[src/rtl/cpu_error_pkg.sv]
// Shared CPU error code constants and the capture FSM state encoding.
package cpu_error_pkg;
    localparam logic [3:0] NO_ERROR             = 4'd0;
    localparam logic [3:0] ERROR_DIV_BY_ZERO    = 4'd1;
    localparam logic [3:0] ERROR_MEM_ACCESS_ERR = 4'd2;
    localparam logic [3:0] ERROR_IS_OPCODE_ERR  = 4'd3;

    typedef enum logic [1:0] {
        RUN        = 2'd0,
        HALT       = 2'd1,
        WAIT_CLEAR = 2'd2
    } ecu_state_t;
endpackage

[src/rtl/error_history_buf.sv]
// Circular log of captured {code, pc}; read index 0 is the most recent entry.
// Unwritten slots read as 0 because every slot is cleared on reset.
module error_history_buf #(
    parameter int PC_W  = 32,
    parameter int DEPTH = 4
) (
    input  logic                     clk,
    input  logic                     rstn,
    input  logic                     wr_en,
    input  logic [3:0]               wr_code,
    input  logic [PC_W-1:0]          wr_pc,
    input  logic [$clog2(DEPTH)-1:0] rd_idx,
    output logic [3:0]               rd_code,
    output logic [PC_W-1:0]          rd_pc
);
    localparam int IW = $clog2(DEPTH);

    logic [3:0]      code_mem [DEPTH];
    logic [PC_W-1:0] pc_mem   [DEPTH];
    logic [IW-1:0]   wr_ptr;
    logic [IW-1:0]   rd_ptr;

    // Write the newest capture and advance the pointer; wraps naturally (power-of-two depth).
    always_ff @(posedge clk or negedge rstn) begin
        if (!rstn) begin
            wr_ptr <= '0;
            for (int i = 0; i < DEPTH; i++) begin
                code_mem[i] <= '0;
                pc_mem[i]   <= '0;
            end
        end else if (wr_en) begin
            code_mem[wr_ptr] <= wr_code;
            pc_mem[wr_ptr]   <= wr_pc;
            wr_ptr           <= wr_ptr + IW'(1);
        end
    end

    // Index backwards from the last written slot.
    always_comb begin
        rd_ptr  = wr_ptr - IW'(1) - rd_idx;
        rd_code = code_mem[rd_ptr];
        rd_pc   = pc_mem[rd_ptr];
    end
endmodule

[src/rtl/error_capture_unit.sv]
// Latches the first CPU error and its PC, halts the CPU until acknowledged,
// and re-arms only after the error source clears.
// Optional history log enabled by defining ERROR_CAPTURE_HISTORY_EN.
module error_capture_unit
    import cpu_error_pkg::*;
#(
    parameter int PC_W       = 32,
    parameter int CNT_W      = 8,
    parameter int HIST_DEPTH = 4
) (
    input  logic                          clk,
    input  logic                          rstn,
    input  logic [3:0]                    cpu_error,
    input  logic [PC_W-1:0]               cpu_pc,
    input  logic                          err_ack,
    output logic                          cpu_stop,
    output logic                          err_valid,
    output logic [3:0]                    err_code,
    output logic [PC_W-1:0]               err_pc,
    output logic [CNT_W-1:0]              err_count,
    output logic                          err_lost,
    input  logic [$clog2(HIST_DEPTH)-1:0] hist_idx,
    output logic [3:0]                    hist_code,
    output logic [PC_W-1:0]               hist_pc
);
    ecu_state_t state, next_state;
    logic       capture;

    assign capture   = (state == RUN) && (cpu_error != NO_ERROR);
    // Both flags decode straight from the state register, so they stay glitch-free.
    assign cpu_stop  = (state != RUN);
    assign err_valid = (state == HALT);

    // State register.
    always_ff @(posedge clk or negedge rstn) begin
        if (!rstn) state <= RUN;
        else       state <= next_state;
    end

    // Next state: ack wins over a fresh error in HALT; re-arm needs a quiet cycle.
    always_comb begin
        next_state = state;
        case (state)
            RUN:        if (cpu_error != NO_ERROR) next_state = HALT;
            HALT:       if (err_ack)               next_state = WAIT_CLEAR;
            WAIT_CLEAR: if (cpu_error == NO_ERROR) next_state = RUN;
            default:    next_state = RUN;
        endcase
    end

    // Capture registers, saturating counter and sticky lost flag.
    always_ff @(posedge clk or negedge rstn) begin
        if (!rstn) begin
            err_code  <= '0;
            err_pc    <= '0;
            err_count <= '0;
            err_lost  <= 1'b0;
        end else begin
            if (capture) begin
                err_code <= cpu_error;
                err_pc   <= cpu_pc;
                if (err_count != '1) err_count <= err_count + CNT_W'(1);
            end
            if (state != RUN && cpu_error != NO_ERROR && cpu_error != err_code)
                err_lost <= 1'b1;
        end
    end

`ifdef ERROR_CAPTURE_HISTORY_EN
    error_history_buf #(
        .PC_W  (PC_W),
        .DEPTH (HIST_DEPTH)
    ) u_hist (
        .clk     (clk),
        .rstn    (rstn),
        .wr_en   (capture),
        .wr_code (cpu_error),
        .wr_pc   (cpu_pc),
        .rd_idx  (hist_idx),
        .rd_code (hist_code),
        .rd_pc   (hist_pc)
    );
`else
    logic unused_hist_idx;
    assign unused_hist_idx = ^hist_idx;
    assign hist_code       = '0;
    assign hist_pc         = '0;
`endif
endmodule
[config.mk]
export PLATFORM = sky130hd
export DESIGN_NAME = error_capture_unit
export DESIGN_NICKNAME = d
export VERILOG_FILES = /design/src/rtl/cpu_error_pkg.sv /design/src/rtl/error_history_buf.sv /design/src/rtl/error_capture_unit.sv
export SDC_FILE = /design/constraint.sdc
export NUM_CORES = 1
export LEC_CHECK = 0
export ABC_AREA = 1
export CAP_MARGIN = 15
export CELL_PAD_IN_SITES_DETAIL_PLACEMENT = 1
export CELL_PAD_IN_SITES_GLOBAL_PLACEMENT = 1
export CORE_ASPECT_RATIO = 1.1
export CORE_UTILIZATION = 29
export DETAILED_ROUTE_END_ITERATION = 7
export PLACE_DENSITY = 0.91
export SKIP_CTS_REPAIR_TIMING = 1
export SLEW_MARGIN = 0
export SYNTH_ARGS = -nofsm -noshare
export SYNTH_HDL_FRONTEND = slang
export SYNTH_SLANG_ARGS = --single-unit
[constraint.sdc]
create_clock -name clk -period 1.6 [get_ports clk]
set_input_delay 0.32 -clock clk [delete_from_list [all_inputs] [get_ports clk]]
set_output_delay 0.32 -clock clk [all_outputs]
set_load 0.05 [all_outputs]
# [Yosys cells after proc, flatten, opt, wreduce, memory -nomap -nowiden]
# Cells that the tools add are included.
[classes] n_reduce_logical=9 n_addsub=1 n_eq_ne=7 n_mux=4
[ops] op="8-bit by 1-bit adder with 8-bit output (second input constant)" n=1
[ops] op="8-bit != test (second input constant)" n=1
[ops] op="2-bit 2-to-1 mux" n=3
[ops] op="2-bit case mux with 3 select lines" n=1
[ops] op="4-bit zero test" n=1
[ops] op="2-bit != test (second input constant)" n=2
[ops] op="4-bit != test" n=1
[ops] op="4-bit nonzero test" n=1
[ops] op="1-bit logical AND" n=3
[ops] op="3-bit AND reduction" n=1
[ops] op="2-bit by 1-bit == test with 1-bit output (second input constant)" n=1
[ops] op="2-bit == test (second input constant)" n=1
[ops] op="2-bit zero test" n=1
[ops] op="2-bit by 1-bit != test with 1-bit output (second input constant)" n=1
[ops] op="2-bit AND reduction" n=1
[ops] op="2-bit nonzero test" n=1
[word_totals] ff_bits=47 wordCells=26 output_inout_bits=83

# [Depth between registers and ports, before layout]
# Gate-level depths: netlist of run 1.
[depth] depth_word=3 ltp_mapped=7

# [Worst setup path before layout of run 1]
# Ideal clock, no wire load.
[synth_path] path_kind="reg-to-reg" start="register err_count[1]" end="register err_count[2]" slack_ns=0.043 arrival_ns=1.491 path_stages_with_launch=8 setup_ns=0.066 n_path_buf=0 cell_sequence="dfrtp_1 ha_1 nand3_2 nor2_2 nand2_2 nand2_4 nand2_1 nand2_1"
[synth_between] elab_chain_cells=2 word_cells_on_any_way=3
[synth_lines] element="start, declared" line_no="error_capture_unit.sv:20" text="output logic [CNT_W-1:0] err_count,"
[synth_lines] element="start signal, assigned" line_no="error_capture_unit.sv:62" text="if (err_count != '1) err_count <= err_count + CNT_W'(1);"
[synth_lines] element="branches (longest 2 deep; another with 8-bit by 1-bit adder with 8-bit output)"
# Parallel ways; which one is timed is not known.
# A chain may end at the register's enable or synchronous reset.

# [Worst setup path after layout of run 1]
[layout_path] start="register state[0]" end="output port err_valid"
[layout_between] elab_chain_cells=1
[layout_lines] element="start, declared" line_no="error_capture_unit.sv:26" text="ecu_state_t state, next_state;"
[layout_lines] element="start signal, assigned" line_no="error_capture_unit.sv:37" text="else state <= next_state;"
[layout_lines] element="2-bit by 1-bit == test with 1-bit output" line_no="error_capture_unit.sv:32" text="assign err_valid = (state == HALT);"
[layout_lines] element="end, declared" line_no="error_capture_unit.sv:17" text="output logic err_valid,"
# No other way between the ends.

==> run_results.csv, run 1 <==
group,metric,value,unit
placement,place_congestion,0.736,
setup_path,critPathLaunchType,"register",
global_route,grt_pass1_wl,10400,um
clocking,cts_tree,"done",
route,dr.max_layer_used,"met4",
pwr,combPwrFrac,0.640,
pwr,p_sw_frac,0.521,
clocking,cts.clk_slew.worst_paths,80,ps
timing,fin_crit,1510,ps
logic_synthesis,synth_seq_cells,47,
logic_synthesis,syn_area,0.00264,mm2
layout,nNetsFinal,435,
clocking,insertion_delay,290,ps
logic_synthesis,syn_inst,298,
floorplanning,dieArea,0.00948,mm2
pwr,seq_power_share,0.255,
route,wl_met1,2390,um
global_route,grt_pass1_vias,2195,
flow_run,maxCapViolCount,0,
floorplanning,coreArea,0.00883,mm2
setup_path,worst-setup-path-type,"register to output port",
layout,diodes,0,
logic_synthesis,seq_area_frac_synth,0.446,
layout,nFillCells,1063,
route,drc,0,
route,drt-initial-drc-count,27,
timing,holdWs,-0.268,ps
logic_synthesis,yosysMostFrequentCell,"nand2_1",
floorplanning,fp.dieW,92.9,um
route,wl_per_cell,12.4,um
clocking,clock_sinks,47,
timing,clock_skew,6.78,ps
global_route,antenna_found_initial,0,
pwr,peakVddDrop,1210,uV
placement,dp_slack,-107,ps
layout,seq_area,0.00118,mm2
clocking,cts_buffers,5,
pwr,finalPower,8.61,mW
placement,dpl.hpwl,5020,um
setup_path,required,1280,ps
logic_synthesis,synth_top_area_frac,0.446,
route,dr.pass1.iters,4,
logic_synthesis,synth.area.top_cells,"dfrtp_1 45%, nand2_1 16%, buf_4 11%",
setup_path,crit_fanout,3,
logic_synthesis,yosys.area.top_type,"dfrtp_1",
worst_hold_path,worstHoldPathType,"input port to asynchronous set/reset pin",
floorplanning,start_util,0.299,
pwr,p_leak,1.95,nW
logic_synthesis,yosys-top-cells-count,"112 x nand2_1, 47 x dfrtp_1, 39 x buf_4",
layout,synthToLayoutAreaGrowth,40.2,%
route,vias,2104,
route,met3_length,294,um
timing,fin_setup_tns,0,ps
global_route,grt_max_degree,48,
setup_path,end_kind,"output port",
floorplanning,fp-row-count,36,
timing,finalCritPeriodShare,0.945,
placement,dp_cells,500,
placement,portBuffers,85,
floorplanning,boundaryPins,124,
route,vias_per_cell,4.14,
layout,final_core_util,0.419,
timing,setup_violations,0,
logic_synthesis,ys.flop_type,"dfrtp_1",
logic_synthesis,synth_async_sr_flop_share,1.00,
layout,drive_above_1_share,0.302,
clocking,cts-root-buf,"clkbuf_8",
global_route,grt.total_usage,0.138,
setup_path,crit_arrival,1190,ps
timing,hold_viol,1,
logic_synthesis,synth_edf_count,0,
pwr,p_sw,4.49,mW
timing,rsz0062_at_grt,"no",
logic_synthesis,ys_warn_count,0,
pwr,intPower,4.12,mW
global_route,grt.overflow.total,0,
timing,fmax,661,MHz
route,met2_length,3540,um
route,antenna_left,0,
status,run_status,"complete, but fails checks",
clocking,htree_levels,2,
logic_synthesis,syn_avg_cell_area,8.85,um2
pwr,power.density,2330,mW/mm2
layout,multi_input_area,0.00116,mm2
timing,setup_ws,88.0,ps
pwr,clock_power_share,0.105,
status,failed_checks,"negative hold slack",
layout,finalNonFillerCells,508,
timing,drv_slew,0,
floorplanning,die_h,102,um
route,wl,6290,um
logic_synthesis,ys_types,24,
clocking,cts_buffer_depth,2,
power groups by stage:
| stage | sequential (mW) | combinational [mW] | clock [mW] |
|---|---|---|---|
| floorplan | 3.84 | 2.09 | 0 |
| global placement | 2.19 | 5.41 | 0 |
| detailed placement | 2.21 | 5.59 | 0 |
| CTS | 2.21 | 5.59 | 0.948 |
| global route | 2.28 | 5.87 | 0.984 |
| finish | 2.19 | 5.51 | 0.906 |
cells by family (layout without fill, tap and decap cells):
family                   count (synthesis)  count (layout)  share of synthesized area
AND/OR/NAND/NOR                        178             178                      0.360
AO/OA/AOI/OAI                            7               7                     0.0142
other                                    1              36                    0.00142
XOR/XNOR                                 3               3                    0.00997
flip-flops                              47              47                      0.446
adder cells (fa/ha/maj)                  1               1                    0.00475
buffers and inverters                   61             122                      0.163
state kept, by name (all words and copies together) (netlist names):
signal and cells:
err_lost 1, state 2, err_count 8, err_pc 32, err_code 4
critical path, stage by stage (launching register included):
cell and delay [ps]:
dfrtp_1 390, inv_1 90, nor2_1 240, buf_12 180
placed cells by master, fill, tap and decap left out, drive strengths merged:
cell type,netlist,routed
o31ai,1,1
bufinv,0,1
nor2,17,17
nand3,5,5
inv,18,18
a21oi,1,1
buf,43,59
dfrtp,47,47
clkbuf,0,6
nand2,156,156
xnor2,2,2
conb,1,36
clkinv,0,1
clkdlybuf4s50,0,37
xor2,1,1
o21ai,5,5
ha,1,1
routing by layer:
metal | GRT usage | vias up
met3 | 0.0283 | 6
met2 | 0.263 | 66
met4 | 0.0331 | 0
met1 | 0.157 | 1022
met5 | 0 | -
li1 | - | 1010
final cells by class:
class	instances	share of cell area
clock buffer	6	0.0223
timing repair buffer	96	0.277
inverter	18	0.0203
multi-input combinational	225	0.314
sequential	47	0.318
tap	114	0.0386
clock inverter	2	0.00948
per-stage QoR:
stage	cell area (um2)	hold WS (ps)
after global placement	3580	328
final	3700	-0.268
after CTS	3700	7.71
after floorplan	2770	24.4
after global routing	3700	6.10
after detailed placement	3580	334
worst paths after layout:
check | startpoint | to | slack, ps | cells after the start
worst max-delay path | state[0]$_DFFE_PN0P_ | err_valid | 90 | 3
worst min-delay path | rstn | err_lost$_DFFE_PN0P_ | -0.3 | 2
worst max register to register | err_count[0]$_DFFE_PN0P_ | err_count[2]$_DFFE_PN0P_ | 170 | 6
worst min register to register | err_lost$_DFFE_PN0P_ | err_lost$_DFFE_PN0P_ | 480 | 2
max in group asynchronous | rstn | err_pc[31]$_DFFE_PN0P_ | 1370 | 2
min in group clk | err_lost$_DFFE_PN0P_ | err_lost$_DFFE_PN0P_ | 480 | 2
No activity file was read; power rests on OpenSTA's default activity.
==> inputs of run 2 (changes only) <==
--- a/config.mk
+++ b/config.mk
@@ -13,6 +13,7 @@
 export CORE_UTILIZATION = 29
 export DETAILED_ROUTE_END_ITERATION = 7
 export PLACE_DENSITY = 0.91
+export RECOVER_POWER = 25
 export SKIP_CTS_REPAIR_TIMING = 1
 export SLEW_MARGIN = 0
 export SYNTH_ARGS = -nofsm -noshare
==> run_results.csv, run 2 (synthesis gave the netlist of run 1 again) <==
group,metric,value,unit
status,run_status,"finished, final reports clean",
floorplanning,boundaryPins,124,
global_route,grt.overflow.total,0,
layout,synthToLayoutAreaGrowth,39.6,%
placement,dpl.hpwl,5020,um
global_route,grt_max_degree,48,
timing,clock_skew,7.29,ps
route,drc,0,
layout,drive_above_1_share,0.302,
timing,finalCritPeriodShare,0.945,
clocking,cts_buffer_depth,2,
global_route,grt_pass1_wl,10400,um
floorplanning,die_h,102,um
setup_path,worst-setup-path-type,"register to output port",
route,vias,2103,
timing,holdWs,359,ps
route,wl_per_cell,12.4,um
layout,final_cell_mix,"112 x nand2_1, 47 x dfrtp_1, 41 x buf_4",
global_route,antenna_found_initial,0,
setup_path,crit_arrival,1190,ps
route,dr.pass1.iters,4,
setup_path,crit_fanout,3,
layout,final_common_cell,"nand2_1",
timing,fin_crit,1510,ps
floorplanning,fp.dieW,92.9,um
pwr,p_leak,1.94,nW
clocking,insertion_delay,290,ps
timing,fmax,661,MHz
floorplanning,dieArea,0.00948,mm2
clocking,cts_buffers,5,
setup_path,end_kind,"output port",
clocking,htree_levels,2,
floorplanning,fp-row-count,36,
timing,rsz0062_at_grt,"no",
clocking,cts-root-buf,"clkbuf_8",
route,antenna_left,0,
placement,dp_cells,500,
timing,setup_violations,0,
placement,portBuffers,85,
route,vias_per_cell,4.14,
floorplanning,coreArea,0.00883,mm2
setup_path,slowest_stage,"dfrtp_1",
timing,drv_slew,0,
route,wl,6310,um
flow_run,maxCapViolCount,0,
placement,place_congestion,0.736,
layout,diodes,0,
timing,max-slew-margin-rel,0.186,
timing,hold_viol,0,
clocking,clock_sinks,47,
floorplanning,start_util,0.299,
setup_path,path_cells,"inv_1 > nor2_1 > buf_12",
route,drt-initial-drc-count,28,
setup_path,cp_slowest_stage_delay,390,ps
pwr,power.density,2340,mW/mm2
global_route,grt_pass1_vias,2195,
global_route,grt.total_usage,0.138,
layout,finalNonFillerCells,508,
clocking,cts_tree,"done",
setup_path,required,1280,ps
worst_hold_path,worstHoldPathType,"input port to asynchronous set/reset pin",
pwr,peakVddDrop,1210,uV
setup_path,ff2ff_path_depth,6,
pwr,finalPower,8.60,mW
layout,nFillCells,1065,
layout,top_register,"err_pc",
layout,nNetsFinal,435,
setup_path,critPathLaunchType,"register",
layout,largest_reg_flops,32,
timing,tightest_slew,1220,ps
layout,largest_registers,"err_pc x32, err_count x8, err_code x4",
clocking,cts.clk_slew.worst_paths,80,ps
run 2: power by group:
part / internal (mW) / switching [mW] / total [mW]
clock: 0.506 / 0.401 / 0.907
combinational: 1.89 / 3.62 / 5.50
sequential: 1.73 / 0.469 / 2.19
run 2: through the flow:
| stage | setup WS, ps | setup TNS, ps | instance area, um2 | util |
|---|---|---|---|---|
| floorplan | 42.9 | 0 | 2770 | - |
| global placement | -46.0 | -1270 | 3580 | 0.405 |
| detailed placement | -107 | -3020 | 3580 | 0.405 |
| CTS | 67.6 | 0 | 3700 | 0.419 |
| global route | 18.5 | 0 | 3680 | 0.417 |
| finish | 87.8 | 0 | 3680 | 0.417 |
run 2: critical path, delay by kind of cell (launching register included):
family / cells / cell delay (ps)
buf+inv: 2 / 270
flops: 1 / 390
simple gates: 1 / 240
run 2: final cells by class:
type	count	area, um2	share of cell area
flip-flops and latches	47	1180	0.320
inverters	18	75.1	0.0204
clock inverters	2	35.0	0.00952
repair buffers	96	1010	0.274
clock buffers	6	82.6	0.0224
multi-input cells	225	1160	0.315
well taps	114	143	0.0387
run 2: worst paths after layout:
path,start,endpoint,slack [ps]
max in group asynchronous,rstn,err_pc[6]$_DFFE_PN0P_,510
min in group clk,err_lost$_DFFE_PN0P_,err_lost$_DFFE_PN0P_,480
setup reg to reg,err_count[0]$_DFFE_PN0P_,err_count[2]$_DFFE_PN0P_,170
hold reg to reg,err_lost$_DFFE_PN0P_,err_lost$_DFFE_PN0P_,480
setup / recovery,state[0]$_DFFE_PN0P_,err_valid,90
hold / removal,rstn,err_lost$_DFFE_PN0P_,360
run 2: routing by layer:
metal  track usage  vias up  share of wire
met4        0.0331        0          0.010
met1         0.157     1022           0.38
met2         0.263       66           0.57
li1              -     1009              -
met3        0.0283        6          0.047
met5             0        -              0
==> inputs of run 3 (changes only) <==
--- a/config.mk
+++ b/config.mk
@@ -10,9 +10,9 @@
 export CELL_PAD_IN_SITES_DETAIL_PLACEMENT = 1
 export CELL_PAD_IN_SITES_GLOBAL_PLACEMENT = 1
 export CORE_ASPECT_RATIO = 1.1
-export CORE_UTILIZATION = 29
+export CORE_UTILIZATION = 27
 export DETAILED_ROUTE_END_ITERATION = 7
-export PLACE_DENSITY = 0.91
+export PLACE_DENSITY = 0.9
 export RECOVER_POWER = 25
 export SKIP_CTS_REPAIR_TIMING = 1
 export SLEW_MARGIN = 0
==> constraint.sdc (replaced) <==
create_clock -name clk -period 1.2 [get_ports clk]
set_input_delay 0.24 -clock clk [delete_from_list [all_inputs] [get_ports clk]]
set_output_delay 0.24 -clock clk [all_outputs]
set_load 0.05 [all_outputs]
==> run_results.csv, run 3 (synthesis gave the netlist of run 1 again) <==
group,metric,value,unit
setup_path,worst-setup-path-type,"register to output port",
clocking,cts_buffers,5,
route,wl,7630,um
layout,largest_reg_flops,32,
clocking,cts-root-buf,"clkbuf_8",
placement,dp_slack,-404,ps
floorplanning,die_h,106,um
setup_path,critPathLaunchType,"register",
floorplanning,dieArea,0.0102,mm2
global_route,grt.total_usage,0.148,
timing,tightest_slew,643,ps
status,failed_checks,"negative setup slack",
setup_path,required,960,ps
setup_path,ff2ff_path_depth,7,
layout,nNetsFinal,461,
worst_hold_path,min_path_cells,4,
floorplanning,coreArea,0.00940,mm2
placement,dpl.hpwl,5580,um
clocking,cts_buffer_depth,2,
layout,final_cell_mix,"110 x nand2_1, 47 x buf_12, 39 x dfrtp_1",
clocking,cts_tree,"done",
global_route,grt_pass1_vias,2409,
timing,max-slew-margin-rel,0.571,
floorplanning,fp-row-count,37,
timing,fin_setup_tns,-1590,ps
route,wl_per_cell,14.2,um
pwr,finalPower,14.0,mW
layout,finalNonFillerCells,537,
placement,portBuffers,85,
route,vias_per_cell,4.12,
timing,fin_crit,1390,ps
route,drc,0,
floorplanning,boundaryPins,124,
clocking,cts.clk_slew.worst_paths,90,ps
timing,hold_viol,0,
pwr,power.density,3140,mW/mm2
route,dr.pass1.iters,4,
global_route,grt.overflow.total,0,
layout,final_common_cell,"nand2_1",
timing,drv_slew,0,
placement,dp_cells,518,
route,drt-initial-drc-count,54,
placement,place_congestion,0.754,
layout,nFillCells,1050,
layout,largest_registers,"err_pc x32, err_count x8, err_code x4",
global_route,grt_max_degree,48,
setup_path,crit_arrival,1150,ps
clocking,htree_levels,2,
timing,fmax,718,MHz
setup_path,end_kind,"output port",
clocking,insertion_delay,300,ps
global_route,antenna_found_initial,0,
layout,drive_above_1_share,0.379,
floorplanning,fp.dieW,96.2,um
worst_hold_path,worstHoldPathType,"input port to register",
route,antenna_left,0,
timing,rsz0062_at_grt,"yes",
timing,setup_violations,53,
clocking,clock_sinks,47,
setup_path,worst-r2r-setup-slack,-60,ps
status,run_status,"complete, but fails checks",
route,vias,2212,
timing,finalCritPeriodShare,1.16,
layout,top_register,"err_pc",
global_route,grt_pass1_wl,11500,um
pwr,p_leak,2.27,nW
flow_run,maxCapViolCount,0,
setup_path,crit_fanout,3,
timing,setup_ws,-193,ps
timing,clock_skew,4.21,ps
timing,holdWs,387,ps
pwr,peakVddDrop,1840,uV
floorplanning,start_util,0.281,
layout,diodes,0,
layout,synthToLayoutAreaGrowth,69.0,%
-- run 3: power by group --
group	switching, mW	leakage, nW	internal (mW)	total, mW
clock	0.545	0.0515	0.527	1.07
combinational	5.23	1.65	4.48	9.71
sequential	0.887	0.570	2.32	3.20
total	6.66	2.27	7.32	14.0
-- run 3: critical path, stage by stage (launching register included) --
cell	delay [ps]
dfrtp_1	410
buf_4	170
nor2_4	120
buf_12	150
-- run 3: layer usage --
layer | track usage | vias up | wire [um]
met5 | 0 | - | 0
met4 | 0.0394 | 0 | 80
met3 | 0.0253 | 7 | 292
met2 | 0.284 | 67 | 4460
met1 | 0.160 | 1078 | 2790
li1 | - | 1060 | -
-- run 3: area by class of cell --
class | instances | area [um2] | area share
Clock buffer | 8 | 100 | 0.0225
Inverter | 18 | 80.1 | 0.0180
Multi-Input combinational cell | 225 | 1200 | 0.270
Sequential cell | 47 | 1190 | 0.266
Tap cell | 117 | 146 | 0.0329
Timing Repair Buffer | 122 | 1740 | 0.390
-- run 3: final timing paths --
kind                                       from                       end
max reg2reg                state[1]$_DFFE_PN0P_  err_count[0]$_DFFE_PN0P_
min in group asynchronous                  rstn     err_pc[4]$_DFFE_PN0P_
max in group asynchronous                  rstn  err_count[6]$_DFFE_PN0P_
max                        state[1]$_DFFE_PN0P_                 err_valid
min reg2reg                err_lost$_DFFE_PN0P_      err_lost$_DFFE_PN0P_
min                                cpu_error[1]   err_code[1]$_DFFE_PN0P_
-- run 3: metrics by stage --
stage               area (um2)   util
finish                    4450  0.474
global route              4450  0.474
CTS                       4250  0.452
detailed placement        4150  0.441
global placement          4150  0.441
floorplan                 2810      -
